<file path="src/rtl/temporal_decoder_pkg.sv">
// Shared definitions for temporal (spike-time) coding blocks: decoder FSM
// states and the result-width helper.
package temporal_decoder_pkg;

   typedef enum logic [1:0] {
      ST_IDLE  = 2'd0,
      ST_PULSE = 2'd1,
      ST_DONE  = 2'd2
   } dec_state_t;

   // Result width: must hold every spike time plus the "no spike" code GAMMA_CYCLE_WIDTH.
   function automatic int value_width(input int gamma_cycle_width);
      return $clog2(gamma_cycle_width) + 1;
   endfunction

endpackage

</file>
<file path="src/rtl/temporal_decoder_gamma_counter.sv">
// Free-running gamma-cycle counter with registered start/end flags; shared
// by temporal encoders and decoders.
module gamma_counter #(
   parameter int GAMMA_CYCLE_WIDTH = 16,
   localparam int GW = (GAMMA_CYCLE_WIDTH > 1) ? $clog2(GAMMA_CYCLE_WIDTH) : 1
) (
   input  logic          aclk,
   input  logic          grst,
   output logic [GW-1:0] g,
   output logic          gamma_start,
   output logic          gamma_end
);

   localparam logic [GW-1:0] G_LAST = GW'(GAMMA_CYCLE_WIDTH - 1);

   logic [GW-1:0] g_r;
   logic [GW-1:0] g_nxt_s;
   logic          start_r;
   logic          end_r;

   // Next count value, wrapping after the last cycle of the gamma period.
   always_comb begin
      g_nxt_s = '0;
      if (g_r == G_LAST) begin
         g_nxt_s = '0;
      end else begin
         g_nxt_s = g_r + GW'(1);
      end
   end

   // Count register; flags are decoded from the next count so they stay registered.
   always_ff @(posedge aclk or posedge grst) begin
      if (grst) begin
         g_r     <= '0;
         start_r <= 1'b1;
         end_r   <= 1'b0;
      end else begin
         g_r     <= g_nxt_s;
         start_r <= (g_nxt_s == '0);
         end_r   <= (g_nxt_s == G_LAST);
      end
   end

   assign g           = g_r;
   assign gamma_start = start_r;
   assign gamma_end   = end_r;

endmodule

</file>
<file path="src/rtl/temporal_decoder.sv">
// Decodes a pulse-width-encoded spike into its arrival time within a gamma
// cycle, flagging pulse-width violations, with a held valid/ready result.
module temporal_decoder
   import temporal_decoder_pkg::*;
#(
   parameter int GAMMA_CYCLE_WIDTH = 16,
   parameter int PULSE_WIDTH       = 8
) (
   input  logic                                      aclk,
   input  logic                                      grst,
   input  logic                                      spike_in,
   input  logic                                      out_ready,
   output logic                                      out_valid,
   output logic [value_width(GAMMA_CYCLE_WIDTH)-1:0] out_value,
   output logic                                      out_err,
   output logic                                      gamma_start,
   output logic                                      overrun
);

   localparam int VW = value_width(GAMMA_CYCLE_WIDTH);
   localparam int GW = VW - 1;
   localparam int WW = $clog2(PULSE_WIDTH + 2);
   localparam logic [WW-1:0] W_NOMINAL = WW'(PULSE_WIDTH);
   localparam logic [WW-1:0] W_SAT     = WW'(PULSE_WIDTH + 1);
   localparam logic [VW-1:0] V_NONE    = VW'(GAMMA_CYCLE_WIDTH);

   logic [GW-1:0] g_s;
   logic          gamma_start_s;
   logic          gamma_end_s;

   logic          prev_r;
   logic          edge_s;
   dec_state_t    state_r;
   dec_state_t    state_nxt_s;
   logic [GW-1:0] t_r;
   logic [GW-1:0] t_nxt_s;
   logic [WW-1:0] w_r;
   logic [WW-1:0] w_nxt_s;
   logic          err_r;
   logic          err_nxt_s;

   logic [VW-1:0] res_value_s;
   logic          res_err_s;

   logic          out_valid_r;
   logic [VW-1:0] out_value_r;
   logic          out_err_r;
   logic          overrun_r;

   gamma_counter #(
      .GAMMA_CYCLE_WIDTH(GAMMA_CYCLE_WIDTH)
   ) u_gamma_counter (
      .aclk        (aclk),
      .grst        (grst),
      .g           (g_s),
      .gamma_start (gamma_start_s),
      .gamma_end   (gamma_end_s)
   );

   // A level already high at gamma start counts as a fresh edge.
   assign edge_s = spike_in & ~(prev_r & ~gamma_start_s);

   // FSM next state and capture datapath for the current sample.
   always_comb begin
      state_nxt_s = state_r;
      t_nxt_s     = t_r;
      w_nxt_s     = w_r;
      err_nxt_s   = err_r;
      case (state_r)
         ST_IDLE: begin
            if (edge_s) begin
               state_nxt_s = ST_PULSE;
               t_nxt_s     = g_s;
               w_nxt_s     = WW'(1);
               err_nxt_s   = 1'b0;
            end else begin
               state_nxt_s = ST_IDLE;
            end
         end
         ST_PULSE: begin
            if (spike_in) begin
               state_nxt_s = ST_PULSE;
               if (w_r != W_SAT) begin
                  w_nxt_s = w_r + WW'(1);
               end else begin
                  w_nxt_s = w_r;
               end
            end else begin
               state_nxt_s = ST_DONE;
               err_nxt_s   = (w_r != W_NOMINAL);
            end
         end
         ST_DONE: begin
            state_nxt_s = ST_DONE;
         end
         default: begin
            state_nxt_s = ST_IDLE;
            t_nxt_s     = '0;
            w_nxt_s     = '0;
            err_nxt_s   = 1'b0;
         end
      endcase
   end

   // Result as seen after this cycle's sample; only loaded at the gamma end.
   always_comb begin
      res_value_s = V_NONE;
      res_err_s   = 1'b0;
      if (state_nxt_s == ST_IDLE) begin
         res_value_s = V_NONE;
         res_err_s   = 1'b0;
      end else begin
         res_value_s = {1'b0, t_nxt_s};
         res_err_s   = (state_nxt_s == ST_PULSE) | err_nxt_s;
      end
   end

   // Capture state; everything returns to IDLE for the next gamma cycle.
   always_ff @(posedge aclk or posedge grst) begin
      if (grst) begin
         prev_r  <= 1'b0;
         state_r <= ST_IDLE;
         t_r     <= '0;
         w_r     <= '0;
         err_r   <= 1'b0;
      end else begin
         prev_r <= spike_in;
         if (gamma_end_s) begin
            state_r <= ST_IDLE;
            t_r     <= '0;
            w_r     <= '0;
            err_r   <= 1'b0;
         end else begin
            state_r <= state_nxt_s;
            t_r     <= t_nxt_s;
            w_r     <= w_nxt_s;
            err_r   <= err_nxt_s;
         end
      end
   end

   // Held result register; overrun flags a load over an unaccepted result.
   always_ff @(posedge aclk or posedge grst) begin
      if (grst) begin
         out_valid_r <= 1'b0;
         out_value_r <= '0;
         out_err_r   <= 1'b0;
         overrun_r   <= 1'b0;
      end else if (gamma_end_s) begin
         out_valid_r <= 1'b1;
         out_value_r <= res_value_s;
         out_err_r   <= res_err_s;
         overrun_r   <= out_valid_r & ~out_ready;
      end else begin
         overrun_r <= 1'b0;
         if (out_valid_r & out_ready) begin
            out_valid_r <= 1'b0;
         end else begin
            out_valid_r <= out_valid_r;
         end
      end
   end

   assign out_valid   = out_valid_r;
   assign out_value   = out_value_r;
   assign out_err     = out_err_r;
   assign overrun     = overrun_r;
   assign gamma_start = gamma_start_s;

endmodule

</file>
<file path="config.mk">
export PLATFORM = sky130hd
export DESIGN_NAME = temporal_decoder
export DESIGN_NICKNAME = d
export VERILOG_FILES = /design/src/rtl/temporal_decoder_pkg.sv /design/src/rtl/temporal_decoder_gamma_counter.sv /design/src/rtl/temporal_decoder.sv
export SDC_FILE = /design/constraint.sdc
export NUM_CORES = 1
export LEC_CHECK = 0
export ABC_AREA = 1
export BUFFER_PORTS_ARGS = -buffer_cell sky130_fd_sc_hd__buf_2
export CAP_MARGIN = 5
export CORE_MARGIN = 4
export CORE_UTILIZATION = 40
export DETAILED_ROUTE_END_ITERATION = 16
export RECOVER_POWER = 100
export SETUP_SLACK_MARGIN = 0.4
export SLEW_MARGIN = 5
export SYNTH_ARGS = -nofsm -noshare
export SYNTH_HDL_FRONTEND = slang
export SYNTH_SLANG_ARGS = --single-unit
</file>
<file path="constraint.sdc">
create_clock -name aclk -period 1.85 [get_ports aclk]
set_input_delay 0 -clock aclk [delete_from_list [all_inputs] [get_ports aclk]]
set_output_delay 0 -clock aclk [all_outputs]
set_load 0.02 [all_outputs]
</file>
==> impl_metrics.csv <==
group,metric,value,unit
layout,regArea,651.9,um2
pwr,power_density,853.5,nW/um2
drt,drtIter0Drc,41,
global_routing,grt_antenna_before_repair,0,
timing,min_period_over_period,0.8182,
yosys,ys_seq_area_frac,0.4915,
yosys,synth_nets,163,
drt,viasPerCell,4.583,
drt,drc_errors,0,
clock_tree,numCtsBuffers,3,
die,fp-row-count,20,
placed_design,port_buffers,12,
clock_tree,clkSinkCount,26,
yosys,synth_cells,150,
layout,drive_gt1_frac,0.1570,
yosys,synthAdderAreaFrac,0.08491,
clock_tree,cts_tree,"done",
clock_tree,cts_root_buffer,"clkbuf_4",
die,die_w,65.58,um
worst_setup_path,r2r_start,"state_r[0]",
worst_setup_path,crit_required,2.10,ns
clock_tree,h-tree-depth,1,
global_routing,grt_pass1_wl,4.540,mm
layout,area_growth,15.19,%
timing,slew_violations,0,
worst_setup_path,timing.critical_path.from,"state_r[0]",
timing,hold_viol_final,0,
worst_setup_path,cp-endpoint,"out_value[1]",
yosys,yosysTopAreaCell,"dfrtp_1",
timing,fmax,660.7,MHz
yosys,synth_seq_cells,26,
layout,diodes,0,
yosys,ys.warnings.count,0,
worst_hold_path,hold_path_class,"input pin to register",
yosys,synth-simple-area-share,0.2830,
pwr,ir_drop,0.5915,mV
run_status,status,"complete, no violations",
placed_design,place_congestion,0.7799,
yosys,synth_xor_area_frac,0.01321,
global_routing,grt-ovfl-total,0,
layout,multi_input_area,573.1,um2
drt,dr.pass1.iters,4,
drt,ant_nets,0,
worst_setup_path,r2r_end,"out_value[1]",
die,core_area,3103,um2
worst_setup_path,cp-end-kind,"register",
yosys,avgSynthCellArea,8.842,um2
clock_tree,clk-insertion-delay-late,0.32,ns
global_routing,grt_pass1_vias,1031,
die,dieArea,4301,um2
drt,routed_wl,2.464,mm
yosys,synth_top_area_frac,0.4717,
run,cap_viol_max_count,0,
yosys,synth_cell_types,28,
timing,period_needed,1.514,ns
timing,fin_skew,0.003759,ns
yosys,synth_top_family_by_area,"simple AND/OR/NAND/NOR gates",
worst_setup_path,critical_path_class,"register to register",
timing,maxSlewHeadroom,0.5802,
yosys,synth-compound-area-share,0.05283,
yosys,synthMuxAreaShare,0,
layout,final_util,0.4923,
pwr,p_leak,0.0007848,uW
worst_setup_path,arrival,1.76,ns
timing,grt_setup_unrepaired,"yes",
drt,dr_total_vias,990,
global_routing,grt_max_degree,27,
clock_tree,clk_path_buf_depth,2,
clock_tree,cts.clk_slew.worst_paths,0.15,ns
worst_setup_path,start_kind,"register",
yosys,synthesis.area,1326,um2
layout,fillCellCount,317,
die,initial_utilization,0.4274,
worst_setup_path,r2r_slack,0.34,ns
layout,nets,186,
timing,setup_tns,0,ns
die,ios,13,
timing,setup_viol,0,
worst_setup_path,cp_max_fo,3,
worst_setup_path,reg2reg_depth,8,
drt,wire_per_inst,11.41,um
die,fp.dieH,65.58,um
yosys,synthTopCellsByArea,"dfrtp_1 (47%), nand2_1 (10%), ha_1 (8.5%)",
timing,worst_pin_slew,0.6296,ns
placed_design,dp_hpwl,1.777,mm
global_routing,track_usage,0.1373,
## per-stage QoR
step	area, um2	hold WS (ns)	cells	total power [uW]	worst slack [ns]
after floorplan	1326	0.03143	150	845.7	0.4862
after global placement	1434	0.07277	205	935.1	0.4115
after detailed placement	1434	0.07200	205	935.5	0.3425
after CTS	1554	0.09339	215	1349	0.3911
after global routing	1528	0.1619	216	1389	0.1797
final	1528	0.1322	216	1304	0.3364
## cell usage in the layout (no fill, tap or decap)
master	instances
clkinv_4	1
inv_2	2
inv_4	1
dlygate4sd3_1	3
o21ai_2	1
nand3_1	8
nand4_1	2
nand2_4	1
nand3_2	1
nor4_1	1
nand2_2	5
o21ai_0	3
o21ai_1	4
nor3_1	1
nor2_1	15
bufinv_16	1
and2_1	1
clkbuf_2	1
nand2_1	41
clkbuf_4	4
xor2_1	2
o21bai_1	1
inv_1	16
nor3_4	1
nor2_4	1
buf_2	2
clkbuf_1	11
dfstp_2	1
clkinv_1	1
ha_1	8
ha_4	1
a21oi_1	2
dfrtp_1	25
buf_4	2
a21oi_2	1
## layout make-up
cell class | instances | area share
Clock buffer | 3 | 0.01474
Clock inverter | 1 | 0.01966
Tap cell | 44 | 0.03604
Inverter | 21 | 0.05651
Timing Repair Buffer | 20 | 0.07125
Multi-Input combinational cell | 101 | 0.3751
Sequential cell | 26 | 0.4267
## synth_stat cells
cell type   n
o21bai_1    1
nand3_1     7
o21ai_1     5
nor2_1     15
clkbuf_1    1
nand2_2     9
dfrtp_1    25
o21ai_0     2
nor2_4      1
nand4_1     2
nand2_4     1
nor4_1      1
clkinv_1    1
nor3_4      1
ha_1        9
a21oi_1     2
nand2_1    37
clkinv_4    1
and2_1      1
o21ai_2     1
nand3_2     2
xor2_1      2
buf_6       1
inv_2       2
inv_1      17
nor3_1      1
dfstp_2     1
a21oi_2     1
## metal layers
layer	share of wire	global-route usage	up-vias
met1	0.48	0.1772	464
met4	0.0073	0.04663	0
met5	0	0	-
met3	0.028	0.02564	2
met2	0.49	0.2301	17
li1	-	-	507
## worst min-delay path by stage
stage	depth (start not counted)	startpoint	slack, ns	to
2_1_floorplan	0	spike_in	0.03	prev_r
3_3_place_gp	3	grst	0.07	overrun
3_5_place_dp	3	grst	0.07	overrun
4_1_cts	5	spike_in	0.09	state_r[0]
5_1_grt	5	spike_in	0.16	state_r[0]
6_report	5	spike_in	0.13	state_r[0]
## power by group
part           switching [uW]  internal (uW)
Combinational             169           76.9
Sequential               35.7            629
Clock                     174            219
Total                     379            925
## critical path, stage by stage (launching register included)
cell     delay (ns)
dfrtp_1        0.43
inv_1          0.11
ha_1           0.20
nand3_1        0.16
nand2_1        0.10
nand2_1        0.07
nand2_1        0.11
nand2_4        0.07
o21ai_0        0.18
## logic make-up (layout without fill, tap and decap cells)
logic type / after synthesis / in the layout
AO/OA/AOI/OAI: 12 / 12
XOR/XNOR: 2 / 2
adder cells (fa/ha/maj): 9 / 9
buffers and inverters: 23 / 45
flip-flops: 26 / 26
AND/OR/NAND/NOR: 78 / 78
## repair_timing
| action | CTS | global route |
|---|---|---|
| setup endpoints to repair | 10 | 14 |
| hold buffers | 3 | 0 |
| hold endpoints to repair | 29 | 0 |
| setup buffers | 3 | 1 |
| pin swaps | 1 | 1 |
| resized for setup | 4 | 2 |
## state kept, by name (all words and copies together), names as in the netlist
signal and cells:
state_r 2, u_gamma_counter.gamma_start 1, prev_r 1, u_gamma_counter.gamma_end 1, w_r 4, err_r 1, out_err 1, t_r 4
u_gamma_counter.g 4, overrun 1, out_valid 1, out_value 5
(Power assumes the default switching activity.)
